--- src/rtl/seg7_scan_display.sv ---
// seg7_scan_display: time-multiplexed driver for an N-digit common seven-segment display.
// Snapshots value/dots/digit_en once per scan frame and blanks every digit for the
// first BLANK_CYCLES of each slot to suppress ghosting.
//
// Optional feature: define SEG7_LEADING_ZERO_BLANK_EN to darken the digits above the
// highest nonzero snapshot nibble (digit 0 always stays lit).
//
// Ports:
//   clk       in   clock
//   reset     in   synchronous reset, active-high
//   value     in   4*N_DIGITS hex nibbles, nibble i shown on digit i
//   dots      in   N_DIGITS, 1 = decimal point lit on digit i
//   digit_en  in   N_DIGITS, 1 = digit i displayed
//   abcdefgh  out  8 segment lines, active-low (bit7=a .. bit1=g, bit0=dot)
//   digit     out  N_DIGITS digit selects, active-low, at most one low
//   scan_idx  out  index of the current slot
module seg7_scan_display #(
   parameter int unsigned N_DIGITS     = 4,
   parameter int unsigned DIGIT_PERIOD = 50000,
   parameter int unsigned BLANK_CYCLES = 1000,
   localparam int unsigned IDX_W       = (N_DIGITS > 1) ? $clog2(N_DIGITS) : 1
) (
   input  logic                  clk,
   input  logic                  reset,
   input  logic [4*N_DIGITS-1:0] value,
   input  logic [N_DIGITS-1:0]   dots,
   input  logic [N_DIGITS-1:0]   digit_en,
   output logic [7:0]            abcdefgh,
   output logic [N_DIGITS-1:0]   digit,
   output logic [IDX_W-1:0]      scan_idx
);

   localparam int unsigned PRE_W = $clog2(DIGIT_PERIOD);

   logic [PRE_W-1:0]      prescaler;
   logic                  frame_start;
   logic [4*N_DIGITS-1:0] shadow_value;
   logic [N_DIGITS-1:0]   shadow_dots;
   logic [N_DIGITS-1:0]   shadow_en;

   logic                  last_cycle;
   logic                  lit;
   logic [3:0]            nibble;
   logic [7:0]            seg_full;
   logic [7:0]            seg_next;
   logic [N_DIGITS-1:0]   digit_next;

   // Active-high a..g in bits 7..1, bit 0 left clear for the dot.
   function automatic logic [7:0] seg7(input logic [3:0] hex);
      case (hex)
         4'h0: seg7 = 8'hFC;
         4'h1: seg7 = 8'h60;
         4'h2: seg7 = 8'hDA;
         4'h3: seg7 = 8'hF2;
         4'h4: seg7 = 8'h66;
         4'h5: seg7 = 8'hB6;
         4'h6: seg7 = 8'hBE;
         4'h7: seg7 = 8'hE0;
         4'h8: seg7 = 8'hFE;
         4'h9: seg7 = 8'hF6;
         4'hA: seg7 = 8'hEE;
         4'hB: seg7 = 8'h3E;
         4'hC: seg7 = 8'h9C;
         4'hD: seg7 = 8'h7A;
         4'hE: seg7 = 8'h9E;
         default: seg7 = 8'h8E;
      endcase
   endfunction

   assign last_cycle = (prescaler == PRE_W'(DIGIT_PERIOD - 1));

`ifdef SEG7_LEADING_ZERO_BLANK_EN
   logic [N_DIGITS-1:0] keep;
   logic                above;

   // Digit i stays lit when any nibble at or above i is nonzero; digit 0 always stays.
   always_comb begin
      keep  = '0;
      above = 1'b0;
      for (int i = N_DIGITS - 1; i >= 0; i--) begin
         above   = above | (|shadow_value[4*i +: 4]);
         keep[i] = above || (i == 0);
      end
   end
`endif

   // Next-cycle segment/digit pattern from the current slot and the snapshot.
   always_comb begin
      nibble     = shadow_value[4*int'(scan_idx) +: 4];
      seg_full   = seg7(nibble);
      lit        = shadow_en[scan_idx] && (32'(prescaler) >= BLANK_CYCLES);
`ifdef SEG7_LEADING_ZERO_BLANK_EN
      lit        = lit && keep[scan_idx];
`endif
      digit_next = '1;
      seg_next   = 8'hFF;
      if (lit) begin
         digit_next = ~(N_DIGITS'(1) << scan_idx);
         seg_next   = ~{seg_full[7:1], shadow_dots[scan_idx]};
      end
   end

   // Prescaler, slot index, frame snapshot and output registers.
   always_ff @(posedge clk) begin
      if (reset) begin
         prescaler    <= '0;
         scan_idx     <= '0;
         frame_start  <= 1'b1;
         shadow_value <= '0;
         shadow_dots  <= '0;
         shadow_en    <= '0;
         abcdefgh     <= 8'hFF;
         digit        <= '1;
      end else begin
         if (frame_start) begin
            shadow_value <= value;
            shadow_dots  <= dots;
            shadow_en    <= digit_en;
            frame_start  <= 1'b0;
         end
         if (last_cycle) begin
            prescaler <= '0;
            if (scan_idx == IDX_W'(N_DIGITS - 1)) begin
               scan_idx    <= '0;
               frame_start <= 1'b1;
            end else begin
               scan_idx <= scan_idx + IDX_W'(1);
            end
         end else begin
            prescaler <= prescaler + PRE_W'(1);
         end
         abcdefgh <= seg_next;
         digit    <= digit_next;
      end
   end

endmodule

--- config.mk ---
export PLATFORM = sky130hd
export DESIGN_NAME = seg7_scan_display
export DESIGN_NICKNAME = d
export VERILOG_FILES = /design/src/rtl/seg7_scan_display.sv
export SDC_FILE = /design/constraint.sdc
export NUM_CORES = 1
export LEC_CHECK = 0
export ABC_AREA = 1
export BUFFER_PORTS_ARGS = -buffer_cell sky130_fd_sc_hd__buf_2
export CELL_PAD_IN_SITES_DETAIL_PLACEMENT = 2
export CELL_PAD_IN_SITES_GLOBAL_PLACEMENT = 2
export CORE_MARGIN = 2
export CORE_UTILIZATION = 27
export DETAILED_ROUTE_END_ITERATION = 16
export PLACE_DENSITY = 0.75
export SYNTH_ARGS = -nofsm -noshare
export SYNTH_HDL_FRONTEND = slang
export SYNTH_SLANG_ARGS = --single-unit
--- constraint.sdc ---
create_clock -name clk -period 4.9 [get_ports clk]
set_clock_uncertainty 0.15 [all_clocks]
set_input_delay 0.98 -clock clk [delete_from_list [all_inputs] [get_ports clk]]
set_output_delay 0.98 -clock clk [all_outputs]
set_load 0.005 [all_outputs]
### After elaboration in Yosys (flattened, before gate mapping)

Memory sizes are Yosys's and may differ from the RTL's.
Cells that the tools add are included.

| word-level totals | value |
|---|---|
| bits in registers | 55 |
| ROM bits | 112 |
| output and inout port bits | 14 |
| memories | 1 |

Memory list:

| name | depth | bits a word | read ports | clocked after Yosys merged registers in | wr ports | RTL line | RTL |
|---|---|---|---|---|---|---|---|
| (name not given) | 16 | 7 | 1 | 0 | 0 | 50 | `case (hex)` |

| operators by class | value |
|---|---|
| $add $sub $neg | 2 |
| order comparisons | 2 |
| equality and inequality tests | 2 |
| shifts and indexed selects | 2 |
| multiplexer cells | 7 |
| bitwise logic cells | 3 |
| reduce and logical (&&, ||, !) cells | 3 |

Operators with widths:

| kind | count |
|---|---|
| 16-bit by 1-bit adder with 16-bit output, second input constant | 1 |
| 16-bit equality test, second input constant | 1 |
| 16-bit by 10-bit greater-or-equal comparator with 1-bit output, second input constant | 1 |
| 16-bit by 5-bit indexed part select with 4-bit output | 1 |
| 8-bit NOT | 1 |
| 1-bit binary-select mux with 2-bit select | 2 |
| 1-bit two-way mux | 4 |
| 4-bit NOT | 1 |
| 2-bit OR reduction | 2 |
| 1-bit by 2-bit << shifter with 4-bit output, first input constant | 1 |
| 2-bit by 3-bit less-than comparator with 1-bit output, second input constant | 1 |
| 2-bit by 1-bit adder with 2-bit output, second input constant | 1 |
| 2-bit equality test, second input constant | 1 |
| 2-bit two-way mux | 1 |
| 1-bit logical AND | 1 |
| 1-bit NOT | 1 |

### Logic depth before layout (Yosys ltp)

Gate-level depths: netlist of run 1.

| depth | value |
|---|---|
| depth in word-level cells | 5 |
| gate-level depth with buffers | 11 |
| mapped depth without buffers | 10 |

### Worst setup path before layout of run 1

OpenSTA, ideal clock, no wires.

| timing | value |
|---|---|
| path type | reg-to-reg |
| from | register scan_idx[0] |
| to | register abcdefgh[4] |
| setup time | 0.113 ns |
| arrival | 1.507 ns |
| required time | 4.637 ns |
| slack | 3.131 ns |
| cell stages (with the launch flop) | 12 |
| buffers on the path | 1 |
| period minus slack after synthesis | 1.769 ns |
| cells stage by stage | dfxtp_1 > inv_2 > buf_6 > nand2_1 > nand3_1 > nand2_1 > inv_1 > ha_1 > nand3_1 > nand3_1 > nand2_1 > nand2_1 |

| on the way | value |
|---|---|
| longest elaborated chain between the ends | 5 |
| elaborated cells on any way between the ends | 8 |

Ends and longest elaborated chain:

| element | RTL line | RTL |
|---|---|---|
| start, declared | 30 | `output logic [IDX_W-1:0] scan_idx` |
| start signal, assigned | 127 | `scan_idx <= scan_idx + IDX_W'(1);` |
| branches (longest 5 deep; another with memory 16 x 7 bit) | -- |  |
| end signal, assigned | 132 | `abcdefgh <= seg_next;` |
| end, declared | 28 | `output logic [7:0] abcdefgh,` |

Several ways; the timed one is not identified. The select of a mux whose other input is x is not followed.
A chain may end at the register's enable or synchronous reset.

### Worst setup path in the final report of run 1

| timing | value |
|---|---|
| from | register scan_idx[0] |
| to | output port scan_idx[0] |

No word-level cell between the ends.

==> results of run 1 <==
## report_power, final
group / total (mW) / internal [mW] / switching, mW / leakage, nW
logic: 0.0722 / 0.0276 / 0.0447 / 0.726
clock network: 0.254 / 0.101 / 0.154 / 0.0412
registers: 0.474 / 0.463 / 0.0114 / 0.449
## worst reg2reg max path, delay by kind of cell (launching register included)
family                     cells  cell delay, ns
DFF                            1            0.77
and+or+nand+nor                7            0.77
adders and majority gates      1            0.24
buffers and inverters          2            0.41
## layout make-up
class	count	area [um2]	share of cell area, %
Clock inverter	2	12.5	0.420
Inverter	28	111	3.74
Timing Repair Buffer	39	195	6.56
Tap cell	129	161	5.42
Sequential cell	55	1100	37.0
Multi-Input combinational cell	262	1320	44.4
Clock buffer	6	72.6	2.44
## flip-flops by register name, indices dropped and copies added (netlist names)
signal        count
frame_start       1
digit             4
shadow_dots       4
prescaler        16
shadow_en         4
abcdefgh          8
shadow_value     16
scan_idx          2
## metal layers
layer / part of all wire [%] / vias to the layer above
li1: - / 1204
met1: 49 / 1156
met2: 48 / 31
met3: 2.9 / 2
met4: 0.60 / 0
met5: 0 / -
## stage by stage
| step | total power, mW | cell area [um2] | setup WS [ns] | std cells | util [%] |
|---|---|---|---|---|---|
| floorplan | 0.530 | 2600 | 3.13 | 355 | - |
| global placement | 0.553 | 2890 | 2.47 | 513 | 31.1 |
| detailed placement | 0.558 | 2890 | 2.45 | 513 | 31.1 |
| CTS | 0.815 | 2980 | 2.44 | 521 | 32.1 |
| global route | 0.850 | 2980 | 2.16 | 521 | 32.1 |
| finish | 0.800 | 2980 | 2.45 | 521 | 32.1 |
## worst max-delay path by stage
stage	start	endpoint	slack, ns	cells past startpoint
floorplan	scan_idx[0]	abcdefgh[4]	3.13	11
global placement	scan_idx[0]	abcdefgh[4]	2.47	10
CTS	scan_idx[0]	scan_idx[0]	2.44	1
detailed placement	scan_idx[0]	abcdefgh[1]	2.45	10
finish	scan_idx[0]	scan_idx[0]	2.45	1
global route	scan_idx[0]	abcdefgh[2]	2.16	10
## kinds of logic (layout without fill, tap and decap cells)
group                      Yosys count  after routing  share of synthesized area (%)
buffers and inverters               38             75                           6.74
adders and majority gates           12             12                           5.78
and+or+nand+nor                    200            200                           34.8
xor gates and xnor gates             4              4                           1.35
DFF                                 55             55                           42.4
AOI/OAI and AO/OA                   46             46                           8.96
## Yosys cell counts, types with 2 or more instances
cell type                  number  area, um2
sky130_fd_sc_hd__nand3_2        7       70.1
sky130_fd_sc_hd__buf_6          3       33.8
sky130_fd_sc_hd__ha_1          12        150
sky130_fd_sc_hd__nor2_2         4       25.0
sky130_fd_sc_hd__nand2_1       73        274
sky130_fd_sc_hd__clkbuf_1       6       22.5
sky130_fd_sc_hd__nor2_1        70        263
sky130_fd_sc_hd__nand3_1       30        150
sky130_fd_sc_hd__nand2_4        3       33.8
sky130_fd_sc_hd__inv_4          2       12.5
sky130_fd_sc_hd__inv_1         24       90.1
sky130_fd_sc_hd__o21ai_0       32        160
sky130_fd_sc_hd__nand3b_1       3       22.5
sky130_fd_sc_hd__nand2_2        4       25.0
sky130_fd_sc_hd__xor2_1         3       26.3
sky130_fd_sc_hd__dfxtp_1       55       1100
sky130_fd_sc_hd__nand4_1        4       25.0
sky130_fd_sc_hd__a21oi_1       13       65.1
==> summary.md, run 1 <==
Floorplanning
- **initial core utilization** 28.0%
- **total die area** 0.0104 mm2
- **floorplan die height** 102 um
- **Core Region** 0.00928 mm2
- **total I/O pin count** 40
- **Placement Rows** 35
- **Die X** 102 um

Critical path
- **critical-path maximum fanout** 17
- **start of the worst register-to-register path** scan_idx[0]
- **sequence of cells on the critical path** buf_2
- **number of cells on the worst reg-to-reg path** 10
- **buffer and inverter count on the worst path** 1
- **Worst R2R End** abcdefgh[2]
- **type of origin of the critical path** register
- **critical path start-end classification** register to output port
- **type of element capturing the critical path** output port
- **stage delay of the slowest cell on the critical path** 0.77 ns
- **Max stage delay cell, worst path** sky130_fd_sc_hd__dfxtp_1
- **Worst path top cell family by delay** flip-flops
- **arrival time at the worst endpoint** 1.32 ns
- **minimum setup slack among reg-to-reg paths** 2.45 ns
- **required arrival time at the worst endpoint** 3.77 ns

Synth
- **yosys warns** 0
- **fraction of the yosys area taken by sequential cells** 42.4%
- **flop and latch count out of synthesis** 55
- **area of the mapped netlist** 0.00260 mm2
- **most used flip-flop cell after synthesis** sky130_fd_sc_hd__dfxtp_1
- **ys async rst share** 0%
- **Post-Synthesis Net Count** 393
- **EDFF count, synth** 0
- **post-synthesis cell type count** 25
- **mean cell area of the mapped netlist** 7.32 um2
- **Mapped Cells** 355

Clocking
- **Clock Path Buffers** 2
- **clock-pin slew reported for the worst setup and hold paths after clock tree synthesis** 0.11 ns
- **cts hold-fix bufs** 0
- **total clock buffers created by CTS** 5
- **count of clock tree sinks** 55
- **clock tree from TritonCTS** built
- **number of cells upsized or downsized after cts** 0
- **total number of H-tree levels** 2
- **Root Buffer Master** sky130_fd_sc_hd__clkbuf_8
- **insertion delay of the later-clocked pin in the worst-skew pair** 0.31 ns
- **buffer count from post-CTS setup fixing** 0

Global routing
- **All-Layer GR Usage** 14.2%
- **wire length of the first global-routing pass** 11800 um
- **most used routing layer in global routing** met2
- **maximum number of pins on one net before global-route repair** 26
- **Remaining Overflow, GRT** 0
- **Global Route met1 Usage** 18.8%
- **met2 Track Usage GR** 24.3%
- **initial antenna violation count** 0
- **number of global-route vias before repair** 2472
- **met3 Usage GRT** 2.60%

STA
- **Relative slew margins** 48.6%
- **Max Freq** 0.408 GHz
- **final critical-path share of the clock period** 50.0%
- **worst-case hold slack** 0.327 ns
- **Worst Tran Pin Value** 0.770 ns
- **Final Slew Violations** 0
- **post-route setup TNS** 0 ns
- **minimum clock period** 2.45 ns
- **unrepaired setup endpoints after global routing** no
- **total of endpoints with negative setup slack in the final report** 0
- **Final Hold Viols** 0

Place
- **final RePlAce weighted congestion** 0.764
- **number of port buffers** 39
- **total half-perimeter wirelength after legalization and detailed placement** 5190 um

Pwr
- **leakage power figure** 1.22 nW
- **peak supply drop** 0.000103 V
- **total power per unit cell area** 269 mW/mm2

Layout
- **diode count** 0
- **Area Growth Syn to Fin** 14.5%
- **share of post-route cells with drive strength above 1** 17.6%
- **fillers** 1155
- **commonest non-fill, non-tap cell in the layout** sky130_fd_sc_hd__nand2_1
- **most frequent cells in the layout** sky130_fd_sc_hd__nand2_1, sky130_fd_sc_hd__nor2_1, sky130_fd_sc_hd__dfxtp_1, sky130_fd_sc_hd__buf_2, sky130_fd_sc_hd__o21ai_0
- **Post-layout nets** 429

Hold path
- **hold path depth** 2
- **worst hold start** shadow_dots[2]
- **Hold EP** shadow_dots[2]
- **type of the most critical hold path** register to register

Drt
- **number of DRC violations after detailed-routing iteration 0** 35
- **total vias in the final route** 2393
- **number of nets still failing antenna checks after routing** 0
- **DRT Pass-1 Iters** 4
- **vias per cell** 4.59
- **average wire per cell in the routed design** 13.4 um
- **routed wire length** 6980 um
- **number of remaining DRC errors** 0

Outcome
- **result of the run** finished, final reports clean

Job
- **max-cap check violation count** 0

(Power assumes the default switching activity.)
==> run 2: changes to the inputs <==
--- a/config.mk
+++ b/config.mk
@@ -5,14 +5,14 @@
 export SDC_FILE = /design/constraint.sdc
 export NUM_CORES = 1
 export LEC_CHECK = 0
-export ABC_AREA = 1
+export ABC_AREA = 0
 export BUFFER_PORTS_ARGS = -buffer_cell sky130_fd_sc_hd__buf_2
 export CELL_PAD_IN_SITES_DETAIL_PLACEMENT = 2
 export CELL_PAD_IN_SITES_GLOBAL_PLACEMENT = 2
 export CORE_MARGIN = 2
 export CORE_UTILIZATION = 27
 export DETAILED_ROUTE_END_ITERATION = 16
-export PLACE_DENSITY = 0.75
+export PLACE_DENSITY = 0.71
 export SYNTH_ARGS = -nofsm -noshare
 export SYNTH_HDL_FRONTEND = slang
 export SYNTH_SLANG_ARGS = --single-unit
==> constraint.sdc (replaced) <==
create_clock -name clk -period 2.15 [get_ports clk]
set_clock_uncertainty 0.15 [all_clocks]
set_input_delay 0.43 -clock clk [delete_from_list [all_inputs] [get_ports clk]]
set_output_delay 0.43 -clock clk [all_outputs]
set_load 0.005 [all_outputs]
==> run 2 against run 1 <==
Critical path depth up 4. Count of clock-buffer cells in the layout fell by 1. Total power is 140% higher. Core utilization is 1.3 points higher. Hold slack worse by 0.14 ns. Critical endpoint is now abcdefgh[7].
==> summary.md, run 2 <==
STA
- **Final Hold Viols** 0
- **minimum clock period** 2.06 ns
- **Relative slew margins** 72.2%
- **post-route setup TNS** 0 ns
- **unrepaired setup endpoints after global routing** no
- **Max Freq** 0.485 GHz
- **Final Slew Violations** 0
- **final critical-path share of the clock period** 95.9%
- **worst-case hold slack** 0.186 ns
- **total of endpoints with negative setup slack in the final report** 0
- **Worst Tran Pin Value** 0.417 ns

Floorplanning
- **Placement Rows** 35
- **total die area** 0.0105 mm2
- **total I/O pin count** 40
- **Core Region** 0.00933 mm2
- **floorplan die height** 102 um
- **Die X** 102 um
- **initial core utilization** 28.0%

Critical path
- **type of origin of the critical path** register
- **Max stage delay cell, worst path** sky130_fd_sc_hd__mux4_2
- **launch point of the worst path** scan_idx[0]
- **Worst path top cell family by delay** multiplexers
- **buffer and inverter count on the worst path** 0
- **arrival time at the worst endpoint** 2.11 ns
- **number of cells on the worst reg-to-reg path** 5
- **critical path start-end classification** register to register
- **type of element capturing the critical path** register
- **Worst R2R End** abcdefgh[7]
- **sequence of cells on the critical path** mux4_2 > ha_4 > or3b_4 > a21oi_2 > o31ai_1
- **minimum setup slack among reg-to-reg paths** 0.09 ns
- **required arrival time at the worst endpoint** 2.20 ns
- **stage delay of the slowest cell on the critical path** 0.60 ns
- **critical-path maximum fanout** 6
- **start of the worst register-to-register path** scan_idx[0]

Synth
- **most numerous cell in the Yosys netlist** sky130_fd_sc_hd__dfxtp_1
- **most used flip-flop cell after synthesis** sky130_fd_sc_hd__dfxtp_1
- **leading post-synthesis cells by instance count** sky130_fd_sc_hd__dfxtp_1, sky130_fd_sc_hd__nor2_1, sky130_fd_sc_hd__mux2i_1
- **yosys warns** 0
- **flop and latch count out of synthesis** 55
- **Mapped Cells** 257
- **fraction of the yosys area taken by sequential cells** 42.2%
- **EDFF count, synth** 0
- **post-synthesis cell type count** 46
- **top cell type's share of synthesized area** 42.2%
- **Post-Synthesis Net Count** 295
- **area of the mapped netlist** 0.00261 mm2
- **cell type contributing the most total cell area after synthesis** sky130_fd_sc_hd__dfxtp_1
- **ys async rst share** 0%
- **mean cell area of the mapped netlist** 10.2 um2
- **leading cell types by total area after synthesis** sky130_fd_sc_hd__dfxtp_1, sky130_fd_sc_hd__mux2i_1, sky130_fd_sc_hd__nor2_1

Hold path
- **worst hold start** value[0]
- **Hold EP** shadow_value[0]
- **type of the most critical hold path** input pin to register
- **hold path depth** 3

Clocking
- **count of clock tree sinks** 55
- **total number of H-tree levels** 2
- **total clock buffers created by CTS** 5
- **insertion delay of the later-clocked pin in the worst-skew pair** 0.32 ns
- **clock-pin slew reported for the worst setup and hold paths after clock tree synthesis** 0.12 ns
- **Root Buffer Master** sky130_fd_sc_hd__clkbuf_8
- **clock tree from TritonCTS** built
- **Clock Path Buffers** 2

Place
- **Cell Count Post-Placement** 423
- **number of port buffers** 39
- **total half-perimeter wirelength after legalization and detailed placement** 5000 um
- **final RePlAce weighted congestion** 0.732

Drt
- **DRT Pass-1 Iters** 4
- **number of remaining DRC errors** 0
- **vias per cell** 4.55
- **average wire per cell in the routed design** 15.2 um
- **number of DRC violations after detailed-routing iteration 0** 65
- **routed wire length** 6570 um
- **total vias in the final route** 1966
- **number of nets still failing antenna checks after routing** 0

Pwr
- **total power per unit cell area** 608 mW/mm2
- **peak supply drop** 0.000306 V
- **leakage power figure** 1.28 nW
- **Power, Total** 1.89 mW

Global routing
- **initial antenna violation count** 0
- **maximum number of pins on one net before global-route repair** 25
- **number of global-route vias before repair** 2151
- **Remaining Overflow, GRT** 0
- **All-Layer GR Usage** 13.7%
- **wire length of the first global-routing pass** 11100 um

Layout
- **most frequent cells in the layout** sky130_fd_sc_hd__dfxtp_1, sky130_fd_sc_hd__nor2_1, sky130_fd_sc_hd__buf_2, sky130_fd_sc_hd__mux2i_1, sky130_fd_sc_hd__nand2_1
- **share of post-route cells with drive strength above 1** 25.4%
- **final standard cell count with taps included and fillers excluded** 432
- **Area Growth Syn to Fin** 19.3%
- **diode count** 0
- **commonest non-fill, non-tap cell in the layout** sky130_fd_sc_hd__dfxtp_1
- **Post-layout nets** 340
- **Top Registers** prescaler: 16 flops, shadow_value: 16 flops, abcdefgh: 8 flops
- **Final Core Density** 33.4%

Outcome
- **result of the run** finished, final reports clean

Job
- **max-cap check violation count** 0

==> run 2: layer usage <==
layer	track usage (%)	routed length [um]	vias up
met2	22.6	3080	31
met4	3.38	74	0
li1	-	-	988
met5	0	0	-
met1	18.7	3230	941
met3	2.12	185	6
==> run 2: per-stage QoR <==
step                instance area (um2)  setup WS, ns
floorplan                          2630        0.0111
global placement                   3000        0.0752
detailed placement                 3000        0.0393
CTS                                3090        0.0131
global route                       3110       0.00999
finish                             3110        0.0871
==> run 2: worst max path at each step <==
stage	end	cells past startpoint
2_1_floorplan	abcdefgh[7]	6
3_3_place_gp	abcdefgh[7]	5
3_5_place_dp	abcdefgh[7]	5
4_1_cts	abcdefgh[7]	5
5_1_grt	abcdefgh[7]	5
6_report	abcdefgh[7]	5
==> run 2: cell type report <==
type                            instances  area, um2
Multi-Input combinational cell        180       1420
Sequential cell                        55       1100
Clock buffer                            5       68.8
Clock inverter                          3       26.3
Inverter                                9       33.8
Fill cell                            1022       6210
Tap cell                              129        161
Timing Repair Buffer                   51        298
==> run 2: worst reg2reg max path, stage by stage, from the launching register on <==
cell and delay, ns:
sky130_fd_sc_hd__dfxtp_4 0.38, sky130_fd_sc_hd__mux4_2 0.60, sky130_fd_sc_hd__ha_4 0.21, sky130_fd_sc_hd__or3b_4 0.39, sky130_fd_sc_hd__a21oi_2 0.14, sky130_fd_sc_hd__o31ai_1 0.07
==> run 2: where the power goes <==
group | internal, mW | leakage (nW) | switching [mW] | total [mW]
logic | 0.0971 | 0.779 | 0.0963 | 0.193
clock network | 0.241 | 0.0491 | 0.383 | 0.624
registers | 1.05 | 0.450 | 0.0268 | 1.08
==> run 2: logic make-up (layout without fill, tap and decap cells) <==
kind of cell / Yosys count / count (layout) / share of synthesized area (%)
simple gates: 90 / 90 / 16.7
flops: 55 / 55 / 42.2
mux: 41 / 41 / 20.8
compound gates: 22 / 22 / 5.75
buf+inv: 22 / 68 / 3.83
xor+xnor: 15 / 15 / 5.03
fa+ha+maj: 12 / 12 / 5.75
==> run 2: what timing repair did <==
item / in CTS / in global routing
hold endpoints to repair: 0 / 0
hold buffers: 0 / 0
endpoints found under the setup margin: 0 / 4
buffers inserted: 0 / 1
resized for setup: 0 / 3
==> run 3: changes to the inputs <==
--- a/config.mk
+++ b/config.mk
@@ -12,7 +12,7 @@
 export CORE_MARGIN = 2
 export CORE_UTILIZATION = 27
 export DETAILED_ROUTE_END_ITERATION = 16
-export PLACE_DENSITY = 0.71
+export PLACE_DENSITY = 0.72
 export SYNTH_ARGS = -nofsm -noshare
 export SYNTH_HDL_FRONTEND = slang
 export SYNTH_SLANG_ARGS = --single-unit
==> run 3 against run 2 <==
Clock power shrank 3.8%. Sequential power about the same. Maximum frequency decreased by 0.38%. Combinational power hardly changed. Largest power group unchanged. Register-to-register slack hardly changed.
==> summary.md, run 3 (synthesized netlist as in run 2, its figures left out) <==
Pwr
- **leakage power figure** 1.27 nW
- **peak supply drop** 0.000273 V
- **Power, Total** 1.87 mW
- **total power per unit cell area** 602 mW/mm2

Critical path
- **arrival time at the worst endpoint** 2.11 ns
- **type of element capturing the critical path** register
- **Worst path top cell family by delay** multiplexers
- **type of origin of the critical path** register
- **number of cells on the worst reg-to-reg path** 5
- **buffer and inverter count on the worst path** 0
- **critical-path maximum fanout** 4
- **stage delay of the slowest cell on the critical path** 0.58 ns
- **minimum setup slack among reg-to-reg paths** 0.08 ns
- **Max stage delay cell, worst path** sky130_fd_sc_hd__mux4_2
- **required arrival time at the worst endpoint** 2.19 ns
- **sequence of cells on the critical path** mux4_2 > ha_4 > or3b_4 > a21oi_2 > o31ai_1
- **critical path start-end classification** register to register
- **start of the worst register-to-register path** scan_idx[0]
- **Worst R2R End** abcdefgh[7]

Place
- **number of port buffers** 39
- **final RePlAce weighted congestion** 0.747
- **placed standard-cell area** 0.00301 mm2
- **total half-perimeter wirelength after legalization and detailed placement** 4980 um

Hold path
- **Hold EP** shadow_value[8]
- **worst hold start** value[8]
- **hold path depth** 3
- **type of the most critical hold path** input pin to register

Global routing
- **All-Layer GR Usage** 13.3%
- **initial antenna violation count** 0
- **Remaining Overflow, GRT** 0
- **wire length of the first global-routing pass** 10800 um
- **number of global-route vias before repair** 2171
- **maximum number of pins on one net before global-route repair** 29

Floorplanning
- **total I/O pin count** 40
- **Placement Rows** 35
- **total die area** 0.0105 mm2
- **initial core utilization** 28.0%
- **Core Region** 0.00933 mm2
- **Die X** 102 um
- **floorplan die height** 102 um

STA
- **worst-case hold slack** 0.200 ns
- **Relative slew margins** 67.7%
- **final critical-path share of the clock period** 96.3%
- **Final Slew Violations** 0
- **Max Freq** 0.483 GHz
- **Worst Tran Pin Value** 0.479 ns
- **unrepaired setup endpoints after global routing** no
- **Final Hold Viols** 0
- **minimum clock period** 2.07 ns
- **total of endpoints with negative setup slack in the final report** 0

Drt
- **number of nets still failing antenna checks after routing** 0
- **vias per cell** 4.61
- **number of remaining DRC errors** 0
- **routed length on met2** 3230 um
- **wire length on met1** 3010 um
- **DRT Pass-1 Iters** 2
- **routed wire length** 6560 um
- **routed length on met3** 229 um
- **number of DRC violations after detailed-routing iteration 0** 71
- **max layer used** met4
- **average wire per cell in the routed design** 15.2 um
- **total vias in the final route** 1992

Clocking
- **clock-pin slew reported for the worst setup and hold paths after clock tree synthesis** 0.11 ns
- **count of clock tree sinks** 55
- **clock tree from TritonCTS** built
- **total clock buffers created by CTS** 5
- **Clock Path Buffers** 2
- **Root Buffer Master** sky130_fd_sc_hd__clkbuf_8
- **insertion delay of the later-clocked pin in the worst-skew pair** 0.31 ns
- **total number of H-tree levels** 2

Layout
- **Post-layout nets** 340
- **commonest non-fill, non-tap cell in the layout** sky130_fd_sc_hd__dfxtp_1
- **Top Registers** prescaler: 16 flops, shadow_value: 16 flops, abcdefgh: 8 flops
- **Area Growth Syn to Fin** 18.7%
- **most frequent cells in the layout** sky130_fd_sc_hd__dfxtp_1, sky130_fd_sc_hd__nor2_1, sky130_fd_sc_hd__buf_2, sky130_fd_sc_hd__mux2i_1
- **diode count** 0
- **share of post-route cells with drive strength above 1** 25.4%
- **final cell area excluding filler cells** 0.00310 mm2

Outcome
- **result of the run** finished, final reports clean

Job
- **max-cap check violation count** 0

run 3: timing repair:
action / CTS / global route
pin swaps: 0 / 0
gates resized for setup: 1 / 2
endpoints found under the hold margin: 0 / 0
hold buffers: 0 / 0
gates cloned: 0 / 0
endpoints found under the setup margin: 1 / 1
buffers inserted: 0 / 0
run 3: worst max-delay path by stage:
| stage | startpoint | endpoint | slack, ns | cells after the start |
|---|---|---|---|---|
| 2_1_floorplan | scan_idx[0] | abcdefgh[7] | 0.01 | 6 |
| 3_3_place_gp | scan_idx[0] | abcdefgh[7] | 0.05 | 5 |
| 3_5_place_dp | scan_idx[0] | abcdefgh[7] | -0.03 | 5 |
| 4_1_cts | scan_idx[0] | abcdefgh[7] | 0.06 | 5 |
| 5_1_grt | scan_idx[0] | abcdefgh[7] | 0.01 | 5 |
| 6_report | scan_idx[0] | abcdefgh[7] | 0.08 | 5 |
run 3: layout make-up:
cell class	instances	area (um2)
Fill cell	1063	6230
Inverter	9	33.8
Tap cell	129	161
Timing Repair Buffer	51	285
Sequential cell	55	1100
Clock buffer	5	68.8
Clock inverter	3	23.8
Multi-Input combinational cell	180	1420
run 3: through the flow:
step | TNS [ns] | util [%] | setup WS, ns | cells
after floorplan | 0 | - | 0.0111 | 257
after global placement | 0 | 32.2 | 0.0520 | 424
after detailed placement | -0.0336 | 32.2 | -0.0336 | 424
after CTS | 0 | 33.2 | 0.0605 | 432
after global routing | 0 | 33.2 | 0.0128 | 432
final | 0 | 33.2 | 0.0793 | 432
run 3: routing by layer:
layer	vias to the layer above	GRT usage [%]
met5	-	0
met4	0	4.51
met3	7	2.19
met2	32	23.0
met1	972	16.8
li1	981	-
run 3: report_power, final:
group          switching [mW]  internal [mW]
Clock                   0.366          0.234
Sequential             0.0244           1.05
Combinational          0.0973         0.0937
Total                   0.488           1.38
run 3: worst min-delay path: stages:
cell	delay, ns
sky130_fd_sc_hd__buf_2	0.08
sky130_fd_sc_hd__mux2i_1	0.05
sky130_fd_sc_hd__nor2_1	0.07
